File: src/rtl/bit_serializer.sv
// Parallel-to-serial front end: takes WIDTH-bit words over valid/ready, keeps one
// word prefetched in a hold register and emits one registered bit per enabled cycle.
module bit_serializer #(
  parameter int WIDTH     = 8,
  parameter bit MSB_FIRST = 1'b1
) (
  input  logic             clk,
  input  logic             rst,
  input  logic [WIDTH-1:0] din,
  input  logic             din_valid,
  output logic             din_ready,
  input  logic             bit_en,
  output logic             ser_out,
  output logic             ser_valid,
  output logic             word_done,
  output logic             busy,
  output logic             state_dbg
);

  localparam int CW = $clog2(WIDTH);
  localparam logic [CW-1:0] LAST = CW'(WIDTH - 1);

  typedef enum logic {
    IDLE  = 1'b0,
    SHIFT = 1'b1
  } state_e;

  state_e           state_q;
  logic [WIDTH-1:0] hold_q;
  logic             hold_full_q;
  logic [WIDTH-1:0] shr_q;
  logic [CW-1:0]    cnt_q;
  logic             ser_out_q;
  logic             ser_valid_q;
  logic             word_done_q;

  logic             xfer;
  logic             last_bit;
  logic             emit_bit;
  logic [WIDTH-1:0] shr_shifted;

  // Handshake: a word moves on any edge where din_valid and din_ready are both
  // high; din_ready depends only on reset and the hold flag, never on din_valid.
  assign din_ready = rst & ~hold_full_q;
  assign xfer      = din_valid & din_ready;
  assign last_bit  = (cnt_q == LAST);
  assign busy      = (state_q == SHIFT) | hold_full_q;
  assign state_dbg = state_q;

  assign ser_out   = ser_out_q;
  assign ser_valid = ser_valid_q;
  assign word_done = word_done_q;

  // The shift register always moves toward the end that is emitted next.
  always_comb begin
    if (MSB_FIRST) begin
      emit_bit    = shr_q[WIDTH-1];
      shr_shifted = {shr_q[WIDTH-2:0], 1'b0};
    end else begin
      emit_bit    = shr_q[0];
      shr_shifted = {1'b0, shr_q[WIDTH-1:1]};
    end
  end

  always_ff @(posedge clk or negedge rst) begin
    if (!rst) begin
      state_q     <= IDLE;
      hold_q      <= '0;
      hold_full_q <= 1'b0;
      shr_q       <= '0;
      cnt_q       <= '0;
      ser_out_q   <= 1'b0;
      ser_valid_q <= 1'b0;
      word_done_q <= 1'b0;
    end else begin
      ser_valid_q <= 1'b0;
      word_done_q <= 1'b0;

      // Never coincides with a hold-to-shr reload: those need hold_full_q=1.
      if (xfer) begin
        hold_q      <= din;
        hold_full_q <= 1'b1;
      end

      case (state_q)
        IDLE: begin
          if (hold_full_q) begin
            shr_q       <= hold_q;
            cnt_q       <= '0;
            hold_full_q <= 1'b0;
            state_q     <= SHIFT;
          end
        end
        SHIFT: begin
          if (bit_en) begin
            ser_out_q   <= emit_bit;
            ser_valid_q <= 1'b1;
            shr_q       <= shr_shifted;
            cnt_q       <= cnt_q + CW'(1);
            if (last_bit) begin
              word_done_q <= 1'b1;
              cnt_q       <= '0;
              // A prefetched word reloads on the last bit so the stream has no gap.
              if (hold_full_q) begin
                shr_q       <= hold_q;
                hold_full_q <= 1'b0;
              end else begin
                state_q <= IDLE;
              end
            end
          end
        end
        default: state_q <= IDLE;
      endcase
    end
  end

endmodule

File: config.mk
export PLATFORM = sky130hd
export DESIGN_NAME = bit_serializer
export DESIGN_NICKNAME = d
export VERILOG_FILES = /design/src/rtl/bit_serializer.sv
export SDC_FILE = /design/constraint.sdc
export NUM_CORES = 1
export LEC_CHECK = 0
export BUFFER_PORTS_ARGS = -buffer_cell sky130_fd_sc_hd__buf_2
export CAP_MARGIN = 20
export CORE_AREA = 3 3 47 59
export DETAILED_ROUTE_END_ITERATION = 8
export DIE_AREA = 0 0 50 62
export GPL_TIMING_DRIVEN = 0
export HOLD_SLACK_MARGIN = 0.12
export PLACE_DENSITY = 0.72
export SLEW_MARGIN = 20
export SYNTH_ARGS = -nofsm -noshare
export SYNTH_HDL_FRONTEND = slang
export SYNTH_SLANG_ARGS = --single-unit
File: constraint.sdc
create_clock -name clk -period 1.5 [get_ports clk]
set_input_delay 0.075 -clock clk [delete_from_list [all_inputs] [get_ports clk]]
set_output_delay 0.075 -clock clk [all_outputs]
set_load 0.05 [all_outputs]
==> results.rst, run 1 <==
.. list-table::
   :header-rows: 1

   * - Metric
     - Value
   * - Type of element capturing the critical path
     - register
   * - Antenna diode count
     - 0
   * - Reg2Reg Depth
     - 6
   * - Unrepaired setup endpoints after global routing
     - true
   * - Average footprint of a synthesized cell
     - between 10 and 15 um^2
   * - Worst Tran Pin Value
     - 0.505 ns
   * - Capture instance of the worst register-to-register path
     - shr_q[1]
   * - Status
     - complete, no violations
   * - Area overhead of the layout relative to synthesis
     - 29.8%
   * - Antenna violations before repair
     - 0
   * - Pin count of the biggest net entering global routing
     - 25
   * - Data required time at the worst endpoint
     - roughly 1.7 ns
   * - Number of cell rows
     - 19
   * - Area of the die
     - 3100 um^2
   * - Count of non-filler cells in the finished layout
     - 146
   * - Critical Path Start
     - cnt_q[0]
   * - Number of synthesized register bits
     - 24
   * - Worst path most repeated cell
     - sky130_fd_sc_hd__ha_4
   * - Synthesis Warnings
     - 0
   * - Most frequent cells in the layout
     - sky130_fd_sc_hd__dfrtp_1 (23), sky130_fd_sc_hd__buf_2 (18), sky130_fd_sc_hd__dlygate4sd3_1 (11), sky130_fd_sc_hd__mux2_4 (9), sky130_fd_sc_hd__mux2i_1 (8)
   * - Count of buffers from port buffering
     - 17
   * - Largest delay share family, worst path
     - flip-flops
   * - Setup Skew
     - 0.00195 ns
   * - Number of vias per cell after detailed routing
     - 4.88
   * - TritonCTS clock tree
     - yes
   * - Total vias in the final route
     - 712
   * - Buffering stage count on the worst path with inverters included
     - 1
   * - Worst slew margin relative to its limit
     - 0.664
   * - Worst-case hold slack
     - ~0.35 ns
   * - Placeable Area
     - approximately 2300 um^2
   * - # Max-Cap Violations
     - 0
   * - Post-DR wirelength/cell
     - 12.3 um
   * - Final Hold Fails
     - 0
   * - H-tree lvl count
     - 1
   * - CP arrival
     - roughly 1.7 ns
   * - Global-route congestion overflow total
     - 0
   * - CP cell instances
     - ha_4 -> ha_4 -> a21boi_2 -> buf_6 -> mux2i_1 -> a21oi_1
   * - Effective utilization at floorplan
     - 0.478
   * - Logic depth of the worst setup path including buffers
     - 6
   * - Final TNS setup
     - 0 ns
   * - Cell with the largest stage delay on the worst path
     - sky130_fd_sc_hd__dfrtp_1
   * - Global-route wire length before repair
     - approximately 3000 um
   * - Die Y
     - around 62 um
   * - Buffer cell driving the clock tree root
     - sky130_fd_sc_hd__clkbuf_4
   * - Critical Path End
     - shr_q[1]
   * - Final setup violating endpoints
     - 0
   * - Share of cells above drive strength 1
     - 0.391
   * - Boundary pin count
     - 18
   * - Cells after Synth
     - 80
   * - CTS max path bufs
     - 2
   * - Type of the setup path with the least slack
     - reg2reg
   * - Unique masters post-synth
     - 19
   * - Worst Setup Start Kind
     - register
   * - Post-route minimum period
     - 1.44 ns
   * - Antenna Nets Post-Route
     - 0
   * - Post-route fraction of the period consumed by the critical path
     - 0.962
   * - Violation count after the first detailed-route iteration
     - 10
   * - Gp weighted congestion
     - 0.686
   * - Placed wire-length estimate
     - around 1200 um
   * - Most common library cell in the layout ignoring fill and taps
     - sky130_fd_sc_hd__dfrtp_1
   * - Worst-path fanout max
     - 7
   * - Most area-hungry cell type in the Yosys netlist
     - sky130_fd_sc_hd__dfrtp_1
   * - Leading cell types by total area after synthesis
     - sky130_fd_sc_hd__dfrtp_1 (56%), sky130_fd_sc_hd__mux2_4 (13%), sky130_fd_sc_hd__mux2i_1 (7.4%)
   * - Total standard cell area after synthesis
     - between 1000 and 1500 um^2
   * - Latest clock arrival within the worst-skew pair
     - 0.31 ns
   * - Sinks on Clock Net
     - 24
   * - Sequential cell area in the final layout
     - roughly 600 um^2
   * - Proportion of netlist area held by the largest area contributor
     - 0.557
   * - Class of the most critical hold timing path
     - in2async
   * - Total power of the final layout
     - 0.00218 W
   * - Clock transition time at the flip-flop clock pins of the worst setup and hold paths
     - between 0.1 and 0.15 ns
   * - Number of iterations in the first detailed-routing pass
     - 4
   * - Worst flop-to-flop path startpoint
     - cnt_q[0]
   * - Number of buffers created by CTS
     - 3
   * - Post-route DRC violation count
     - 0
   * - Largest stage delay on the critical path
     - ~0.44 ns
   * - Max-slew violations
     - 0
   * - Die Wd
     - about 50 um
   * - Number of nets in the final layout
     - 131
   * - Fill cells
     - around 180
   * - Leakage power of the design
     - 0.725 nW
   * - Total wirelength of the detailed-routed design
     - ~1800 um
   * - Syn nets
     - 95
   * - GRT Total Usage
     - 0.132
   * - Sequential area share after synthesis
     - 0.557
   * - Worst voltage drop across the vdd grid
     - between 0.9 and 1 mV
   * - Cell Pwr Density
     - between 1500 and 2000 nW/um^2
   * - Area of combinational cells with multiple inputs
     - roughly 470 um^2
   * - Number of global-route vias before repair
     - a little over 700
   * - Achievable Freq
     - about 690 MHz
   * - Post-Place Cells
     - 128
   * - Minimum setup slack among reg-to-reg paths
     - about 0.057 ns
## kinds of logic after synthesis
family | count (synthesis) | share of synthesized area
DFF | 24 | 0.557
adders and majority gates | 3 | 0.0348
muxes | 18 | 0.210
AOI/OAI and AO/OA | 13 | 0.0824
buffers and inverters | 4 | 0.0348
and+or+nand+nor | 18 | 0.0812
## synthesized netlist by cell type
cell type,count
sky130_fd_sc_hd__nand2_4,1
sky130_fd_sc_hd__buf_6,3
sky130_fd_sc_hd__ha_1,3
sky130_fd_sc_hd__dfrtp_1,24
sky130_fd_sc_hd__nor2_1,7
sky130_fd_sc_hd__inv_1,1
sky130_fd_sc_hd__a21boi_0,1
sky130_fd_sc_hd__a21boi_2,1
sky130_fd_sc_hd__a22o_1,2
sky130_fd_sc_hd__nor2b_2,1
sky130_fd_sc_hd__nand2_1,6
sky130_fd_sc_hd__and3_1,1
sky130_fd_sc_hd__mux2i_1,8
sky130_fd_sc_hd__mux2_2,1
sky130_fd_sc_hd__mux2_4,9
sky130_fd_sc_hd__or2_2,2
sky130_fd_sc_hd__a32o_1,1
sky130_fd_sc_hd__o31ai_1,1
sky130_fd_sc_hd__a21oi_1,7
## worst min path at each step
| stage | end | from | slack [ns] |
|---|---|---|---|
| 6_report | shr_q[3] | rst | 0.35 |
| 5_1_grt | hold_q[1] | rst | 0.42 |
| 4_1_cts | hold_full_q | rst | 0.26 |
| 3_5_place_dp | cnt_q[1] | rst | 0.08 |
| 3_3_place_gp | cnt_q[1] | rst | 0.08 |
| 2_1_floorplan | cnt_q[0] | rst | -0.22 |
## metrics by stage
stage	area (um^2)	util	worst slack [ns]
6_report	1400	0.620	0.0575
3_5_place_dp	1210	0.535	-0.0612
3_3_place_gp	1210	0.535	-0.0364
4_1_cts	1370	0.605	0.000115
5_1_grt	1400	0.620	-0.0313
2_1_floorplan	1080	-	0.00273
## worst register-to-register path, cell delays in order (launching register included)
cell and delay, ns:
sky130_fd_sc_hd__dfrtp_1 0.44, sky130_fd_sc_hd__ha_4 0.18, sky130_fd_sc_hd__ha_4 0.16, sky130_fd_sc_hd__a21boi_2 0.12, sky130_fd_sc_hd__buf_6 0.16, sky130_fd_sc_hd__mux2i_1 0.20
sky130_fd_sc_hd__a21oi_1 0.09
## metal layers
layer / routed length, um / up-vias / track usage
met3: 65 / 2 / 0.0215
met4: 32 / 0 / 0.0711
met1: 837 / 345 / 0.160
li1: - / 347 / -
met2: 861 / 18 / 0.229
met5: 0 / - / 0
## sequential cells by signal, indices dropped and copies added (netlist names)
signal       count
cnt_q            3
hold_full_q      1
hold_q           8
ser_out          1
ser_valid        1
shr_q            8
state_dbg        1
word_done        1
## layout make-up
type / instances / share of cell area
well taps: 31 / 0.0277
repair buffers: 31 / 0.154
multi-input cells: 52 / 0.336
flip-flops and latches: 24 / 0.430
plain buffers: 3 / 0.0241
inverters: 1 / 0.00268
clock buffers: 4 / 0.0259
## where the power goes
| part | internal, W | switching, W |
|---|---|---|
| clock network | 0.000148 | 0.000186 |
| logic | 0.000434 | 0.000326 |
| registers | 0.000900 | 0.000187 |
| total | 0.00148 | 0.000699 |
## what timing repair did
| item | CTS | global route |
|---|---|---|
| setup endpoints to repair | 7 | 8 |
| hold buffers | 11 | 1 |
| buffers inserted | 1 | 1 |
| endpoints found under the hold margin | 36 | 24 |
| resized for setup | 2 | 3 |
| pin swaps | 0 | 4 |
Power figures use the tool's default switching activity.
==> run 2, diff against run 1 <==
--- a/config.mk
+++ b/config.mk
@@ -12,7 +12,9 @@
 export DIE_AREA = 0 0 50 62
 export GPL_TIMING_DRIVEN = 0
 export HOLD_SLACK_MARGIN = 0.12
+export MAX_ROUTING_LAYER = met4
 export PLACE_DENSITY = 0.72
+export REMOVE_ABC_BUFFERS = 1
 export SLEW_MARGIN = 20
 export SYNTH_ARGS = -nofsm -noshare
 export SYNTH_HDL_FRONTEND = slang
==> run 2 against run 1 <==
Compared with the run above:
- highest routed layer unchanged
- the run now ends with setup timing left
- first-iteration DRC count shrank 30%
- via count grew 1.4%
- combinational power grew 5.3%
- fmax shrank 6.1%
==> results.rst, run 2 (same netlist as run 1, synthesis figures left out) <==
.. list-table::
   :header-rows: 1

   * - Metric
     - Value
   * - Worst voltage drop across the vdd grid
     - 0.819 mV (was 0.935 mV)
   * - Setup Skew
     - 0.00221 ns (was 0.00195 ns)
   * - Global-route congestion overflow total
     - 0 (unchanged)
   * - Achievable Freq
     - 651 MHz (was 693 MHz)
   * - Latest clock arrival within the worst-skew pair
     - 0.31 ns (about the same)
   * - Antenna violations before repair
     - 0 (unchanged)
   * - Class of the most critical hold timing path
     - in2async (unchanged)
   * - Post-route DRC violation count
     - 0 (unchanged)
   * - Worst Setup Start Kind
     - register (unchanged)
   * - Post-route minimum period
     - 1.54 ns (was 1.44 ns)
   * - Registers with the most flip-flops
     - hold_q (8), shr_q (8), cnt_q (3) (unchanged)
   * - GRT Total Usage
     - 0.160 (was 0.132)
   * - Number of vias per cell after detailed routing
     - 4.98 (was 4.88)
   * - Clock transition time at the flip-flop clock pins of the worst setup and hold paths
     - 0.13 ns (was 0.12 ns)
   * - CTS max path bufs
     - 2 (unchanged)
   * - TritonCTS clock tree
     - yes (unchanged)
   * - Most common library cell in the layout ignoring fill and taps
     - sky130_fd_sc_hd__dfrtp_1 (unchanged)
   * - Boundary pin count
     - 18 (unchanged)
   * - Count of buffers from port buffering
     - 17 (unchanged)
   * - Placeable Area
     - 2260 um^2 (unchanged)
   * - Final setup violating endpoints
     - 1 (was 0)
   * - Final TNS setup
     - -0.0364 ns (was 0 ns)
   * - Buffer cell driving the clock tree root
     - sky130_fd_sc_hd__clkbuf_4 (unchanged)
   * - Status
     - finished, violations left (was complete, no violations)
   * - Total vias in the final route
     - 722 (was 712)
   * - Worst slew margin relative to its limit
     - 0.656 (was 0.664)
   * - Violation count after the first detailed-route iteration
     - 7 (was 10)
   * - Number of nets in the final layout
     - 130 (was 131)
   * - Total wirelength of the detailed-routed design
     - 2040 um (was 1800 um)
   * - H-tree lvl count
     - 1 (unchanged)
   * - # Max-Cap Violations
     - 0 (unchanged)
   * - Placed wire-length estimate
     - 1290 um (was 1220 um)
   * - Type of the setup path with the least slack
     - reg2reg (unchanged)
   * - Fin worst setup slack
     - -0.0364 ns (was 0.0575 ns)
   * - Number of cell rows
     - 19 (unchanged)
   * - CP arrival
     - 1.74 ns (was 1.66 ns)
   * - Number of global-route vias before repair
     - 770 (was 718)
   * - Most frequent cells in the layout
     - sky130_fd_sc_hd__dfrtp_1 (24), sky130_fd_sc_hd__buf_2 (18), sky130_fd_sc_hd__dlygate4sd3_1 (11), sky130_fd_sc_hd__mux2_4 (9), sky130_fd_sc_hd__mux2i_1 (8) (was sky130_fd_sc_hd__dfrtp_1 (23), sky130_fd_sc_hd__buf_2 (18), sky130_fd_sc_hd__dlygate4sd3_1 (11), sky130_fd_sc_hd__mux2_4 (9), sky130_fd_sc_hd__mux2i_1 (8))
   * - Failing checks
     - setup timing
   * - Area overhead of the layout relative to synthesis
     - 31.2% (was 29.8%)
   * - Final Hold Fails
     - 0 (unchanged)
   * - Die Y
     - 62 um (unchanged)
   * - Total power of the final layout
     - 0.00235 W (was 0.00218 W)
   * - Share of cells above drive strength 1
     - 0.377 (was 0.391)
   * - Antenna Nets Post-Route
     - 0 (unchanged)
   * - Unrepaired setup endpoints after global routing
     - true (unchanged)
   * - Antenna diode count
     - 0 (unchanged)
   * - Post-DR wirelength/cell
     - 14.1 um (was 12.3 um)
   * - Number of iterations in the first detailed-routing pass
     - 4 (unchanged)
   * - Effective utilization at floorplan
     - 0.478 (unchanged)
   * - Core utilization of the finished layout
     - 0.627 (was 0.620)
   * - Data required time at the worst endpoint
     - 1.70 ns (was 1.71 ns)
   * - Pin count of the biggest net entering global routing
     - 25 (unchanged)
   * - Cell Pwr Density
     - 1660 nW/um^2 (was 1560 nW/um^2)
   * - Number of buffers created by CTS
     - 3 (unchanged)
   * - Max-slew violations
     - 0 (unchanged)
   * - Worst-path fanout max
     - 3 (was 7)
   * - Sinks on Clock Net
     - 24 (unchanged)
   * - Die Wd
     - 50 um (unchanged)
   * - Gp weighted congestion
     - 0.642 (was 0.686)
   * - Global-route wire length before repair
     - 3490 um (was 3040 um)
   * - Worst Tran Pin Value
     - 0.517 ns (was 0.505 ns)
   * - Type of element capturing the critical path
     - register (unchanged)
   * - Leakage power of the design
     - 0.736 nW (was 0.725 nW)
   * - Post-route fraction of the period consumed by the critical path
     - 1.02 (was 0.962)
   * - Area of the die
     - 3100 um^2 (unchanged)
   * - Worst setup timing slack at the placement stage
     - -0.235 ns (was -0.0612 ns)
[run 2: cell types whose count changed in the layout (fill, tap and decap cells not counted), sizes merged]
cell	delta
bufinv	+1
buf	-1
clkbuf	-1
[run 2: final cells by class]
type / count / area [um^2]
Timing Repair Buffer: 33 / 246
Sequential cell: 24 / 601
Inverter: 1 / 3.75
Fill cell: 175 / 843
Tap cell: 31 / 38.8
Multi-Input combinational cell: 52 / 473
Clock inverter: 1 / 30.0
Clock buffer: 3 / 22.5
[run 2: repair_timing]
action / in CTS / in global routing
hold buffers: 11 / 1
setup endpoints to repair: 7 / 8
pin swaps: 1 / 9
setup buffers: 3 / 1
resized for setup: 5 / 1
hold endpoints to repair: 34 / 24
[run 2: worst paths after layout]
kind / depth (start not counted) / startpoint / slack [ns] / end
setup / recovery: 6 / cnt_q[0] / -0.04 / shr_q[4]
hold / removal: 3 / rst / 0.36 / shr_q[6]
setup reg to reg: 6 / cnt_q[0] / -0.04 / shr_q[4]
hold reg to reg: 1 / shr_q[0] / 0.52 / shr_q[0]
max in group asynchronous: 3 / rst / 0.80 / cnt_q[1]
min in group clk: 3 / din[1] / 0.51 / hold_q[1]
[run 2: power by group]
part | total (W) | leakage, nW | switching [W] | internal, W
registers | 0.00109 | 0.277 | 0.000193 | 0.000897
clock network | 0.000462 | 0.0279 | 0.000192 | 0.000270
logic | 0.000800 | 0.431 | 0.000348 | 0.000452
[run 2: critical path: stages (launching register included)]
cell	delay (ns)
sky130_fd_sc_hd__dfrtp_1	0.44
sky130_fd_sc_hd__ha_4	0.18
sky130_fd_sc_hd__ha_4	0.17
sky130_fd_sc_hd__a21boi_4	0.20
sky130_fd_sc_hd__buf_6	0.14
sky130_fd_sc_hd__mux2i_1	0.20
sky130_fd_sc_hd__a21oi_1	0.10
[run 2: through the flow]
stage                     cells  instance area (um^2)  hold WS [ns]
final                       145                  1420         0.357
after global routing        145                  1420         0.374
after CTS                   143                  1390         0.310
after detailed placement    125                  1170        0.0858
after global placement      125                  1170        0.0781
after floorplan              77                  1040        -0.221
[run 2: metal layers]
metal | global-route usage | wire, um | up-vias
met4 | 0.0830 | 24 | 0
met5 | - | 0 | -
li1 | - | - | 347
met3 | 0.0358 | 86 | 2
met2 | 0.269 | 1090 | 20
met1 | 0.180 | 839 | 353
